[config.mk]
export PLATFORM = sky130hd
export DESIGN_NAME = clk_divider_prog_flat
export DESIGN_NICKNAME = d
export VERILOG_FILES = /design/src/rtl/clk_divider_prog_if.sv /design/src/rtl/clk_divider_prog.sv /design/src/flat_wrapper.sv
export SDC_FILE = /design/constraint.sdc
export NUM_CORES = 1
export LEC_CHECK = 0
export CORE_MARGIN = 2
export CORE_UTILIZATION = 30
export CTS_BUF_LIST = sky130_fd_sc_hd__clkbuf_4 sky130_fd_sc_hd__clkbuf_8 sky130_fd_sc_hd__clkbuf_16
export CTS_CLUSTER_SIZE = 16
export DETAILED_ROUTE_END_ITERATION = 16
export PLACE_DENSITY = 0.49
export SETUP_SLACK_MARGIN = 0.02
export SKIP_LAST_GASP = 1
export SYNTH_ARGS = -nofsm -noshare
export SYNTH_HDL_FRONTEND = slang
export SYNTH_SLANG_ARGS = --single-unit
[constraint.sdc]
create_clock -name clk -period 7 [get_ports clk]
set_input_delay 0.7 -clock clk [delete_from_list [all_inputs] [get_ports clk]]
set_output_delay 0.7 -clock clk [all_outputs]
set_load 0.03 [all_outputs]
[src/rtl/clk_divider_prog_if.sv]
// ---------------------------------------------------------------------------
// clk_divider_prog_if
//   Control/status bundle for the multi-channel programmable clock divider.
//   Channel i of div_in/duty_in occupies bits [i*CNT_W +: CNT_W].
//
//   en       per-channel run enable (level)
//   load     per-channel strobe capturing div_in/duty_in into the shadow regs
//   div_in   packed divisors D
//   duty_in  packed high-cycle counts H
//   sync     global phase restart of all enabled channels
//   clk_out  divided clock level per channel
//   tick     one-cycle pulse on the first cycle of every period
//   pending  shadow value waiting to be applied
//
//   master: the controlling side (CPU glue / testbench)
//   slave : the divider itself
// ---------------------------------------------------------------------------
interface clk_divider_prog_if #(
  parameter int CHANNELS = 2,
  parameter int CNT_W    = 16
);
  logic [CHANNELS-1:0]       en;
  logic [CHANNELS-1:0]       load;
  logic [CHANNELS*CNT_W-1:0] div_in;
  logic [CHANNELS*CNT_W-1:0] duty_in;
  logic                      sync;
  logic [CHANNELS-1:0]       clk_out;
  logic [CHANNELS-1:0]       tick;
  logic [CHANNELS-1:0]       pending;

  modport master (
    output en, load, div_in, duty_in, sync,
    input  clk_out, tick, pending
  );

  modport slave (
    input  en, load, div_in, duty_in, sync,
    output clk_out, tick, pending
  );
endinterface

[src/rtl/clk_divider_prog.sv]
// ---------------------------------------------------------------------------
// clk_divider_prog
//   Multi-channel programmable divided-clock / tick generator. Each channel
//   has an active divisor/duty pair used by the running counter and a shadow
//   pair written by load. The shadow is only moved into the active pair at a
//   period boundary (START/WRAP) or while the channel is idle, so a running
//   channel never changes shape mid-period. All outputs are registered.
//
//   clk    system clock
//   reset  synchronous, active-high reset
//   bus    clk_divider_prog_if.slave (en, load, div_in, duty_in, sync in;
//          clk_out, tick, pending out)
// ---------------------------------------------------------------------------
module clk_divider_prog #(
  parameter int CHANNELS    = 2,
  parameter int CNT_W       = 16,
  parameter int DEFAULT_DIV = 4
) (
  input  logic                 clk,
  input  logic                 reset,
  clk_divider_prog_if.slave    bus
);

  localparam logic [CNT_W-1:0] DEF_D = CNT_W'(DEFAULT_DIV);
  localparam logic [CNT_W-1:0] ONE   = CNT_W'(1);
  localparam logic [CNT_W-1:0] TWO   = CNT_W'(2);

  logic [CHANNELS-1:0] clk_out_w;
  logic [CHANNELS-1:0] tick_w;
  logic [CHANNELS-1:0] pending_w;

  assign bus.clk_out = clk_out_w;
  assign bus.tick    = tick_w;
  assign bus.pending = pending_w;

  for (genvar i = 0; i < CHANNELS; i++) begin : g_ch
    logic [CNT_W-1:0] cnt_q, cnt_d;
    logic [CNT_W-1:0] act_div_q, act_div_d;
    logic [CNT_W-1:0] act_duty_q, act_duty_d;
    logic [CNT_W-1:0] shd_div_q, shd_div_d;
    logic [CNT_W-1:0] shd_duty_q, shd_duty_d;
    logic             run_q, run_d;
    logic             clk_out_q, clk_out_d;
    logic             tick_q, tick_d;
    logic             pending_q, pending_d;
    logic [CNT_W-1:0] d_eff, h_eff;
    logic             apply;

    // Clamped view of the active values; H_eff is always >= 1 so the first
    // cycle of every period drives clk_out high.
    always_comb begin
      d_eff = (act_div_q < TWO) ? TWO : act_div_q;
      if (act_duty_q == '0) begin
        h_eff = d_eff >> 1;
      end else if (act_duty_q >= d_eff) begin
        h_eff = d_eff - ONE;
      end else begin
        h_eff = act_duty_q;
      end
    end

    always_comb begin
      // NOTE: every always_comb output gets a default first so no path can
      // leave it unassigned and infer a latch.
      cnt_d      = cnt_q;
      run_d      = run_q;
      clk_out_d  = clk_out_q;
      tick_d     = tick_q;
      apply      = 1'b0;
      act_div_d  = act_div_q;
      act_duty_d = act_duty_q;
      shd_div_d  = shd_div_q;
      shd_duty_d = shd_duty_q;
      pending_d  = pending_q;

      if (!bus.en[i]) begin
        // Idle: outputs low, pending shadow applied immediately.
        cnt_d     = '0;
        clk_out_d = 1'b0;
        tick_d    = 1'b0;
        run_d     = 1'b0;
        apply     = pending_q;
      end else if (!run_q || bus.sync || (cnt_q == d_eff - ONE)) begin
        // START (first enabled cycle or sync) and WRAP share one action.
        cnt_d     = '0;
        clk_out_d = 1'b1;
        tick_d    = 1'b1;
        run_d     = 1'b1;
        apply     = pending_q;
      end else begin
        cnt_d     = cnt_q + ONE;
        tick_d    = 1'b0;
        clk_out_d = (cnt_d < h_eff);
      end

      if (apply) begin
        act_div_d  = shd_div_q;
        act_duty_d = shd_duty_q;
        pending_d  = 1'b0;
      end

      // A load on an apply edge lands in the shadow after the old shadow has
      // been consumed, so it stays pending until the next boundary.
      if (bus.load[i]) begin
        shd_div_d  = bus.div_in[i*CNT_W +: CNT_W];
        shd_duty_d = bus.duty_in[i*CNT_W +: CNT_W];
        pending_d  = 1'b1;
      end
    end

    // NOTE: sequential state uses non-blocking assignments so every register
    // samples the pre-edge values regardless of statement order.
    always_ff @(posedge clk) begin
      if (reset) begin
        cnt_q      <= '0;
        run_q      <= 1'b0;
        clk_out_q  <= 1'b0;
        tick_q     <= 1'b0;
        pending_q  <= 1'b0;
        act_div_q  <= DEF_D;
        act_duty_q <= '0;
        shd_div_q  <= DEF_D;
        shd_duty_q <= '0;
      end else begin
        cnt_q      <= cnt_d;
        run_q      <= run_d;
        clk_out_q  <= clk_out_d;
        tick_q     <= tick_d;
        pending_q  <= pending_d;
        act_div_q  <= act_div_d;
        act_duty_q <= act_duty_d;
        shd_div_q  <= shd_div_d;
        shd_duty_q <= shd_duty_d;
      end
    end

    assign clk_out_w[i] = clk_out_q;
    assign tick_w[i]    = tick_q;
    assign pending_w[i] = pending_q;
  end

endmodule
[src/flat_wrapper.sv]
// flat-port wrapper written by rule: the top's interface ports become plain ports
module clk_divider_prog_flat 
#(
  parameter int CHANNELS    = 2,
  parameter int CNT_W       = 16,
  parameter int DEFAULT_DIV = 4
)
  (clk, reset, bus_en, bus_load, bus_div_in, bus_duty_in, bus_sync, bus_clk_out, bus_tick, bus_pending);
  clk_divider_prog_if #(.CHANNELS(CHANNELS), .CNT_W(CNT_W)) bus_i ();
  input  logic clk;
  input  logic reset;
  input wire logic [$bits(bus_i.en)-1:0] bus_en;
  input wire logic [$bits(bus_i.load)-1:0] bus_load;
  input wire logic [$bits(bus_i.div_in)-1:0] bus_div_in;
  input wire logic [$bits(bus_i.duty_in)-1:0] bus_duty_in;
  input wire logic [$bits(bus_i.sync)-1:0] bus_sync;
  output wire logic [$bits(bus_i.clk_out)-1:0] bus_clk_out;
  output wire logic [$bits(bus_i.tick)-1:0] bus_tick;
  output wire logic [$bits(bus_i.pending)-1:0] bus_pending;
  assign bus_i.en = bus_en;
  assign bus_i.load = bus_load;
  assign bus_i.div_in = bus_div_in;
  assign bus_i.duty_in = bus_duty_in;
  assign bus_i.sync = bus_sync;
  assign bus_clk_out = bus_i.clk_out;
  assign bus_tick = bus_i.tick;
  assign bus_pending = bus_i.pending;
  clk_divider_prog #(.CHANNELS(CHANNELS), .CNT_W(CNT_W), .DEFAULT_DIV(DEFAULT_DIV)) u_core (.clk(clk), .reset(reset), .bus(bus_i));
endmodule
# ---- Yosys cells after proc, flatten, opt, wreduce, memory -nomap -nowiden
# Cells that the tools add are included.
dict set report word_totals {
  register_bits 168
  inputBits 71
  output_inout_bits 6
  wordCells 64
}
dict set report op_classes {
  n_addsub 4
  magnitude_cmp 6
  eq_ne 2
  n_mux 18
  bitwise_logic 2
  reduce_logical 14
}
# op n
set op_table {}
lappend op_table {{$mux 16} 6}
lappend op_table {{$add 16x1->16 const B} 2}
lappend op_table {{$eq 16x16->1} 2}
lappend op_table {{$ge 16x16->1} 2}
lappend op_table {{$logic_not 16->1} 2}
lappend op_table {{$lt 16x16->1} 2}
lappend op_table {{$lt 16x2->1 const B} 2}
lappend op_table {{$sub 16x1->16 const B} 2}
lappend op_table {{$mux 1} 12}
lappend op_table {{$reduce_or 3->1} 2}
lappend op_table {{$logic_or 1x1->1} 4}
lappend op_table {{$reduce_bool 2->1} 2}
lappend op_table {{$reduce_or 2->1} 2}
lappend op_table {{$logic_not 1->1} 2}
lappend op_table {{$not 1->1} 2}

# ---- Depth between registers and ports, before layout
dict set report logic_depth {
  word_depth 9
  ltp_mapped 24
  mapped_depth_nobuf 22
}

# ---- Least setup slack after synthesis
# Ideal clock, no wire load.
dict set report synth_path {
  path_kind {flip-flop to flip-flop}
  startpoint {register u_core.g_ch[0].act_div_q[6]}
  endpoint {register u_core.g_ch[0].clk_out_q}
  setup_time_ns 0.070
  arrival_ns 4.788
  required_time_ns 6.930
  setup_slack_ns 2.142
  path_stages_with_launch 25
  n_path_buf 4
  period_less_slack_ns 4.858
  cell_sequence {dfxtp_1 -> buf_6 -> or4_1 -> buf_2 -> nor4_2 -> buf_4 -> a21bo_2 -> inv_1 -> ha_1 -> nand2b_1 -> a21o_1 -> a21oi_1 -> o211ai_1 -> a21oi_1 -> clkbuf_1 -> nand2_1 -> o21ai_0 -> a21oi_1 -> ha_1 -> a21o_1 -> a21o_1 -> a21oi_1 -> nor2_1 -> a2111oi_0 -> o2bb2ai_1}
}
dict set report synth_between {
  elab_chain_len 7
  elab_cells_between_ends 10
  classes_between {add/sub (1); order compare (3); eq/ne (1); mux (4); reduce/logical (1)}
}
# item line
set synth_rtl {}
lappend synth_rtl {{start: declaration} clk_divider_prog.sv:38} ;# logic [CNT_W-1:0] act_div_q, act_div_d;
lappend synth_rtl {{start signal: assignment} clk_divider_prog.sv:130} ;# act_div_q <= act_div_d;
lappend synth_rtl {{$lt 16x2->1} clk_divider_prog.sv:52} ;# d_eff = (act_div_q < TWO) ? TWO : act_div_q;
lappend synth_rtl {{$mux 16 (*)} clk_divider_prog.sv:52}
lappend synth_rtl {{$sub 16x1->16 / $ge 16x16->1 (equally long branches)} {clk_divider_prog.sv:56, clk_divider_prog.sv:83, clk_divider_prog.sv:55}}
lappend synth_rtl {{$mux 16} clk_divider_prog.sv:55} ;# end else if (act_duty_q >= d_eff) begin
lappend synth_rtl {{$mux 16} clk_divider_prog.sv:53} ;# if (act_duty_q == '0) begin
lappend synth_rtl {{$lt 16x16->1} clk_divider_prog.sv:93} ;# clk_out_d = (cnt_d < h_eff);
lappend synth_rtl {{$mux 1 (*)} clk_divider_prog.sv:83} ;# end else if (!run_q || bus.sync || (cnt_q == d_eff - ONE)) begin
lappend synth_rtl {{end signal: assignment} clk_divider_prog.sv:127} ;# clk_out_q <= clk_out_d;
lappend synth_rtl {{end: declaration} clk_divider_prog.sv:43} ;# logic clk_out_q, clk_out_d;
# Mark *: on every way between the ends. The rest lies on a longest branch, timed or not.
# A chain may end at the register's enable or synchronous reset.

# ---- Worst setup path after layout
# Ends and elaborated chain as after synthesis.

==> results.txt <==
----------------------------------------------------
[Critical path]
  Worst R2R Setup Slack ... 1510 ps
  Critical path startpoint ... u_core.g_ch[0].act_div_q[6]
  CP endpoint kind ... flip-flop
  Category of the critical setup timing path ... flip-flop to flip-flop
  R2R Path End ... u_core.g_ch[0].clk_out_q
  Worst reg2reg path startpoint ... u_core.g_ch[0].act_div_q[6]
  Maximum net fanout on the critical path ... 14
  Destination of the critical timing path ... u_core.g_ch[0].clk_out_q
  Data arrival, critical path ... 5860 ps
  CP required ... 7370 ps
  Cell depth of the worst flop-to-flop path ... 21
  Element type at the critical path start ... flip-flop

[Synthesis]
  Dominant synthesized flop cell ... sky130_fd_sc_hd__dfxtp_1
  Share of synthesized area occupied by flip-flops and latches ... 32.4%
  Number of unique standard cell types used by synthesis ... 65
  Synth Area per Inst ... 8.72 µm²
  Top post-synthesis cells by count ... 168 x sky130_fd_sc_hd__dfxtp_1, 142 x sky130_fd_sc_hd__mux2i_1, 137 x sky130_fd_sc_hd__nand2b_1, 114 x sky130_fd_sc_hd__nor2_1, 66 x sky130_fd_sc_hd__ha_1
  Post-synthesis instance total ... 1189
  Number of enable flip-flop cells after synthesis ... 0
  Synth top area cells ... sky130_fd_sc_hd__dfxtp_1 32%, sky130_fd_sc_hd__mux2i_1 14%, sky130_fd_sc_hd__nand2b_1 8.3%
  Count of synthesis-stage warnings from yosys ... 0
  Cell taking the most area after synthesis ... sky130_fd_sc_hd__dfxtp_1
  Cell Area, Synth ... 10400 µm²
  Synth Net Count ... 1326
  Number of synthesized register bits ... 168
  Post-synth ARST share ... 0%
  Most instantiated library cell after synthesis ... sky130_fd_sc_hd__dfxtp_1
  Proportion of netlist area held by the largest area contributor ... 32.4%

[Clocking]
  Clock latency at the later pin of the worst-skew pair ... 440 ps
  CTS max path bufs ... 2
  Clock-pin slew on the worst setup and hold paths ... 70 ps
  Post-CTS Resized ... 0
  Num Clock Sinks ... 168
  Clock Tree Root ... sky130_fd_sc_hd__clkbuf_16
  CTS tree ... yes
  H-Tree Level Count ... 4
  Total of hold buffers inserted after clock tree synthesis ... 0
  Number of buffers added for setup after CTS ... 0
  Inserted Clock Buffers ... 17

[Place]
  Dpl cell area ... 11400 µm²
  Post-detail-place hpwl ... 20.6 mm
  Number of I/O port buffers ... 76
  Weighted congestion reported at the end of routability-driven placement ... 0.853

[Routing]
  Antenna viol nets, final ... 0
  First-pass DRT Iterations ... 5
  Detailed-route vias per instance ... 4.83
  Total number of vias ... 8165
  Sum of routed wire length over all layers ... 27.2 mm
  Number of DRC markers in iteration 0 ... 474
  DR WL/cell ... 16.1 µm
  Remaining DRCs ... 0

[Global route]
  Total congestion overflow after global routing ... 0
  Global-route usage over all layers ... 15.4%
  Number of global-route vias before repair ... 7857
  Pin count of the biggest net entering global routing ... 116
  First-pass GRT wire length ... 43.9 mm
  Antenna violations before repair ... 0

[Finish]
  Layout Nets ... 1359
  Antenna diode count ... 0
  Utilization after layout ... 35.0%
  Area Overhead vs Synth ... 15.8%
  Number of fillers in the final layout ... 3566
  Finished layout cell area ... 12000 µm²
  Layout cells sized above 1 ... 5.26%

[Pwr]
  Pleak ... 0.00485 µW
  Switching pwr ... 703 µW
  Cell-internal power ... 1720 µW
  Worst-case vdd ir drop ... 0.198 mV
  Logic gate share of total power ... 18.3%
  Net Sw Frac ... 29.1%
  Sequential fraction of design power ... 42.3%
  Part of the power in the clock network ... 39.4%
  Power per Cell Area ... 202 nW/µm²

[Floorplan]
  Die outline area ... 36100 µm²
  Initial cell density of the core ... 30.2%
  Die W ... 190 µm
  Number of rows in the core area ... 68
  Die boundary height ... 190 µm
  Core ar. ... 34300 µm²
  I/O pins ... 77

[Flow run]
  Max-Cap Viols ... 0

[Worst hold path]
  Worst min-delay path startpoint ... u_core.g_ch[1].shd_div_q[8]
  Worst min-delay path class ... flip-flop to flip-flop

[STA]
  Total negative slack ... 0 ps
  Final max-slew violation count ... 0
  Maximum achievable frequency ... 182 MHz
  Fin Clk Skew ... 13.2 ps
  Final setup violation count ... 0
  Final period util ... 78.4%
  Number of hold-slack violations in the final timing report ... 0
  Post-route minimum period ... 5490 ps
  Worst slew pin tran ... 1030 ps
  Setup repair after global routing missed its margin ... false
  Normalized max-slew margin ... 31.5%

[Status]
  Result of the run ... complete, no violations

----------------------------------------------------
[layout make-up]
cell class                      instances  area, µm²  share of cell area (%)
Multi-Input combinational cell        900       6470                    54.0
Inverter                               48        180                    1.50
Clock inverter                         12        113                   0.939
Timing Repair Buffer                   87        831                    6.92
Tap cell                              455        569                    4.75
Clock buffer                           20        467                    3.89
Sequential cell                       168       3360                    28.0
[placed cells by master (no fill, tap or decap), types with 48 or more instances in the layout]
cell type,netlist,final
sky130_fd_sc_hd__dfxtp_1,168,168
sky130_fd_sc_hd__ha_1,66,66
sky130_fd_sc_hd__inv_1,48,48
sky130_fd_sc_hd__xnor2_1,48,48
sky130_fd_sc_hd__nor2_1,114,114
sky130_fd_sc_hd__mux2i_1,142,142
sky130_fd_sc_hd__nand2b_1,137,137
sky130_fd_sc_hd__nand2_1,51,51
sky130_fd_sc_hd__clkdlybuf4s50_1,0,73
[sequential cells by signal, indices dropped and copies added (netlist names)]
signal and count:
u_core.g_ch.cnt_q 32, u_core.g_ch.clk_out_q 2, u_core.g_ch.shd_duty_q 32, u_core.g_ch.pending_q 2, u_core.g_ch.shd_div_q 32, u_core.g_ch.tick_q 2
u_core.g_ch.run_q 2, u_core.g_ch.act_div_q 32, u_core.g_ch.act_duty_q 32
[cells by family (layout without fill, tap and decap cells)]
| kind of cell | after synthesis | count (layout) | share of synthesized area, % |
|---|---|---|---|
| flip-flops | 168 | 168 | 32.4 |
| XOR/XNOR | 71 | 71 | 6.53 |
| buffers and inverters | 121 | 167 | 5.13 |
| AND/OR/NAND/NOR | 469 | 469 | 24.4 |
| multiplexers | 143 | 143 | 13.8 |
| adder cells (fa/ha/maj) | 66 | 66 | 7.97 |
| AO/OA/AOI/OAI | 151 | 151 | 9.74 |
[routing by layer]
metal | up-vias | global-route usage (%) | wire, µm
li1 | 4175 | - | -
met2 | 142 | 27.4 | 13900
met5 | - | 0 | 0
met3 | 25 | 2.71 | 913
met4 | 0 | 3.79 | 381
met1 | 3823 | 19.2 | 12100
[power groups by stage]
stage	Combinational [µW]	Clock (µW)	Sequential, µW
final	442	953	1020
after global routing	493	1030	1030
after CTS	447	984	1020
after detailed placement	445	0	1050
after global placement	443	0	1050
after floorplan	323	0	1030
[metrics by stage]
stage	hold WS, ps	std cells	worst slack [ps]	total power (µW)
3_3_place_gp	462	1658	1640	1490
6_report	473	1690	1510	2420
4_1_cts	477	1690	1550	2450
3_5_place_dp	467	1658	1580	1490
2_1_floorplan	443	1189	2140	1350
5_1_grt	494	1690	1120	2550
[how the worst min path moves through the flow]
stage	endpoint	slack, ps	depth (start not counted)
after floorplan	u_core.g_ch[1].pending_q	440	2
after global placement	u_core.g_ch[1].pending_q	460	2
after detailed placement	u_core.g_ch[0].act_duty_q[11]	470	2
after CTS	u_core.g_ch[0].act_duty_q[11]	480	2
after global routing	u_core.g_ch[1].act_div_q[1]	490	2
final	u_core.g_ch[1].act_div_q[8]	470	2
[worst max-delay path, cell delays in order, from the launching register on]
cell and delay, ps:
sky130_fd_sc_hd__dfxtp_1 400, sky130_fd_sc_hd__or4_1 700, sky130_fd_sc_hd__nor4_2 280, sky130_fd_sc_hd__buf_4 220, sky130_fd_sc_hd__a21bo_2 200, sky130_fd_sc_hd__inv_1 50
sky130_fd_sc_hd__ha_1 260, sky130_fd_sc_hd__nand2b_1 140, sky130_fd_sc_hd__a21o_1 170, sky130_fd_sc_hd__a21oi_1 150, sky130_fd_sc_hd__o211ai_1 150, sky130_fd_sc_hd__a21oi_2 570
sky130_fd_sc_hd__buf_4 340, sky130_fd_sc_hd__o21ai_0 110, sky130_fd_sc_hd__a21oi_1 170, sky130_fd_sc_hd__ha_1 270, sky130_fd_sc_hd__a21o_1 170, sky130_fd_sc_hd__a21o_1 170
sky130_fd_sc_hd__a21oi_1 200, sky130_fd_sc_hd__nand2_1 80, sky130_fd_sc_hd__o31ai_1 450, sky130_fd_sc_hd__o2bb2ai_1 170
(Power assumes the default switching activity.)
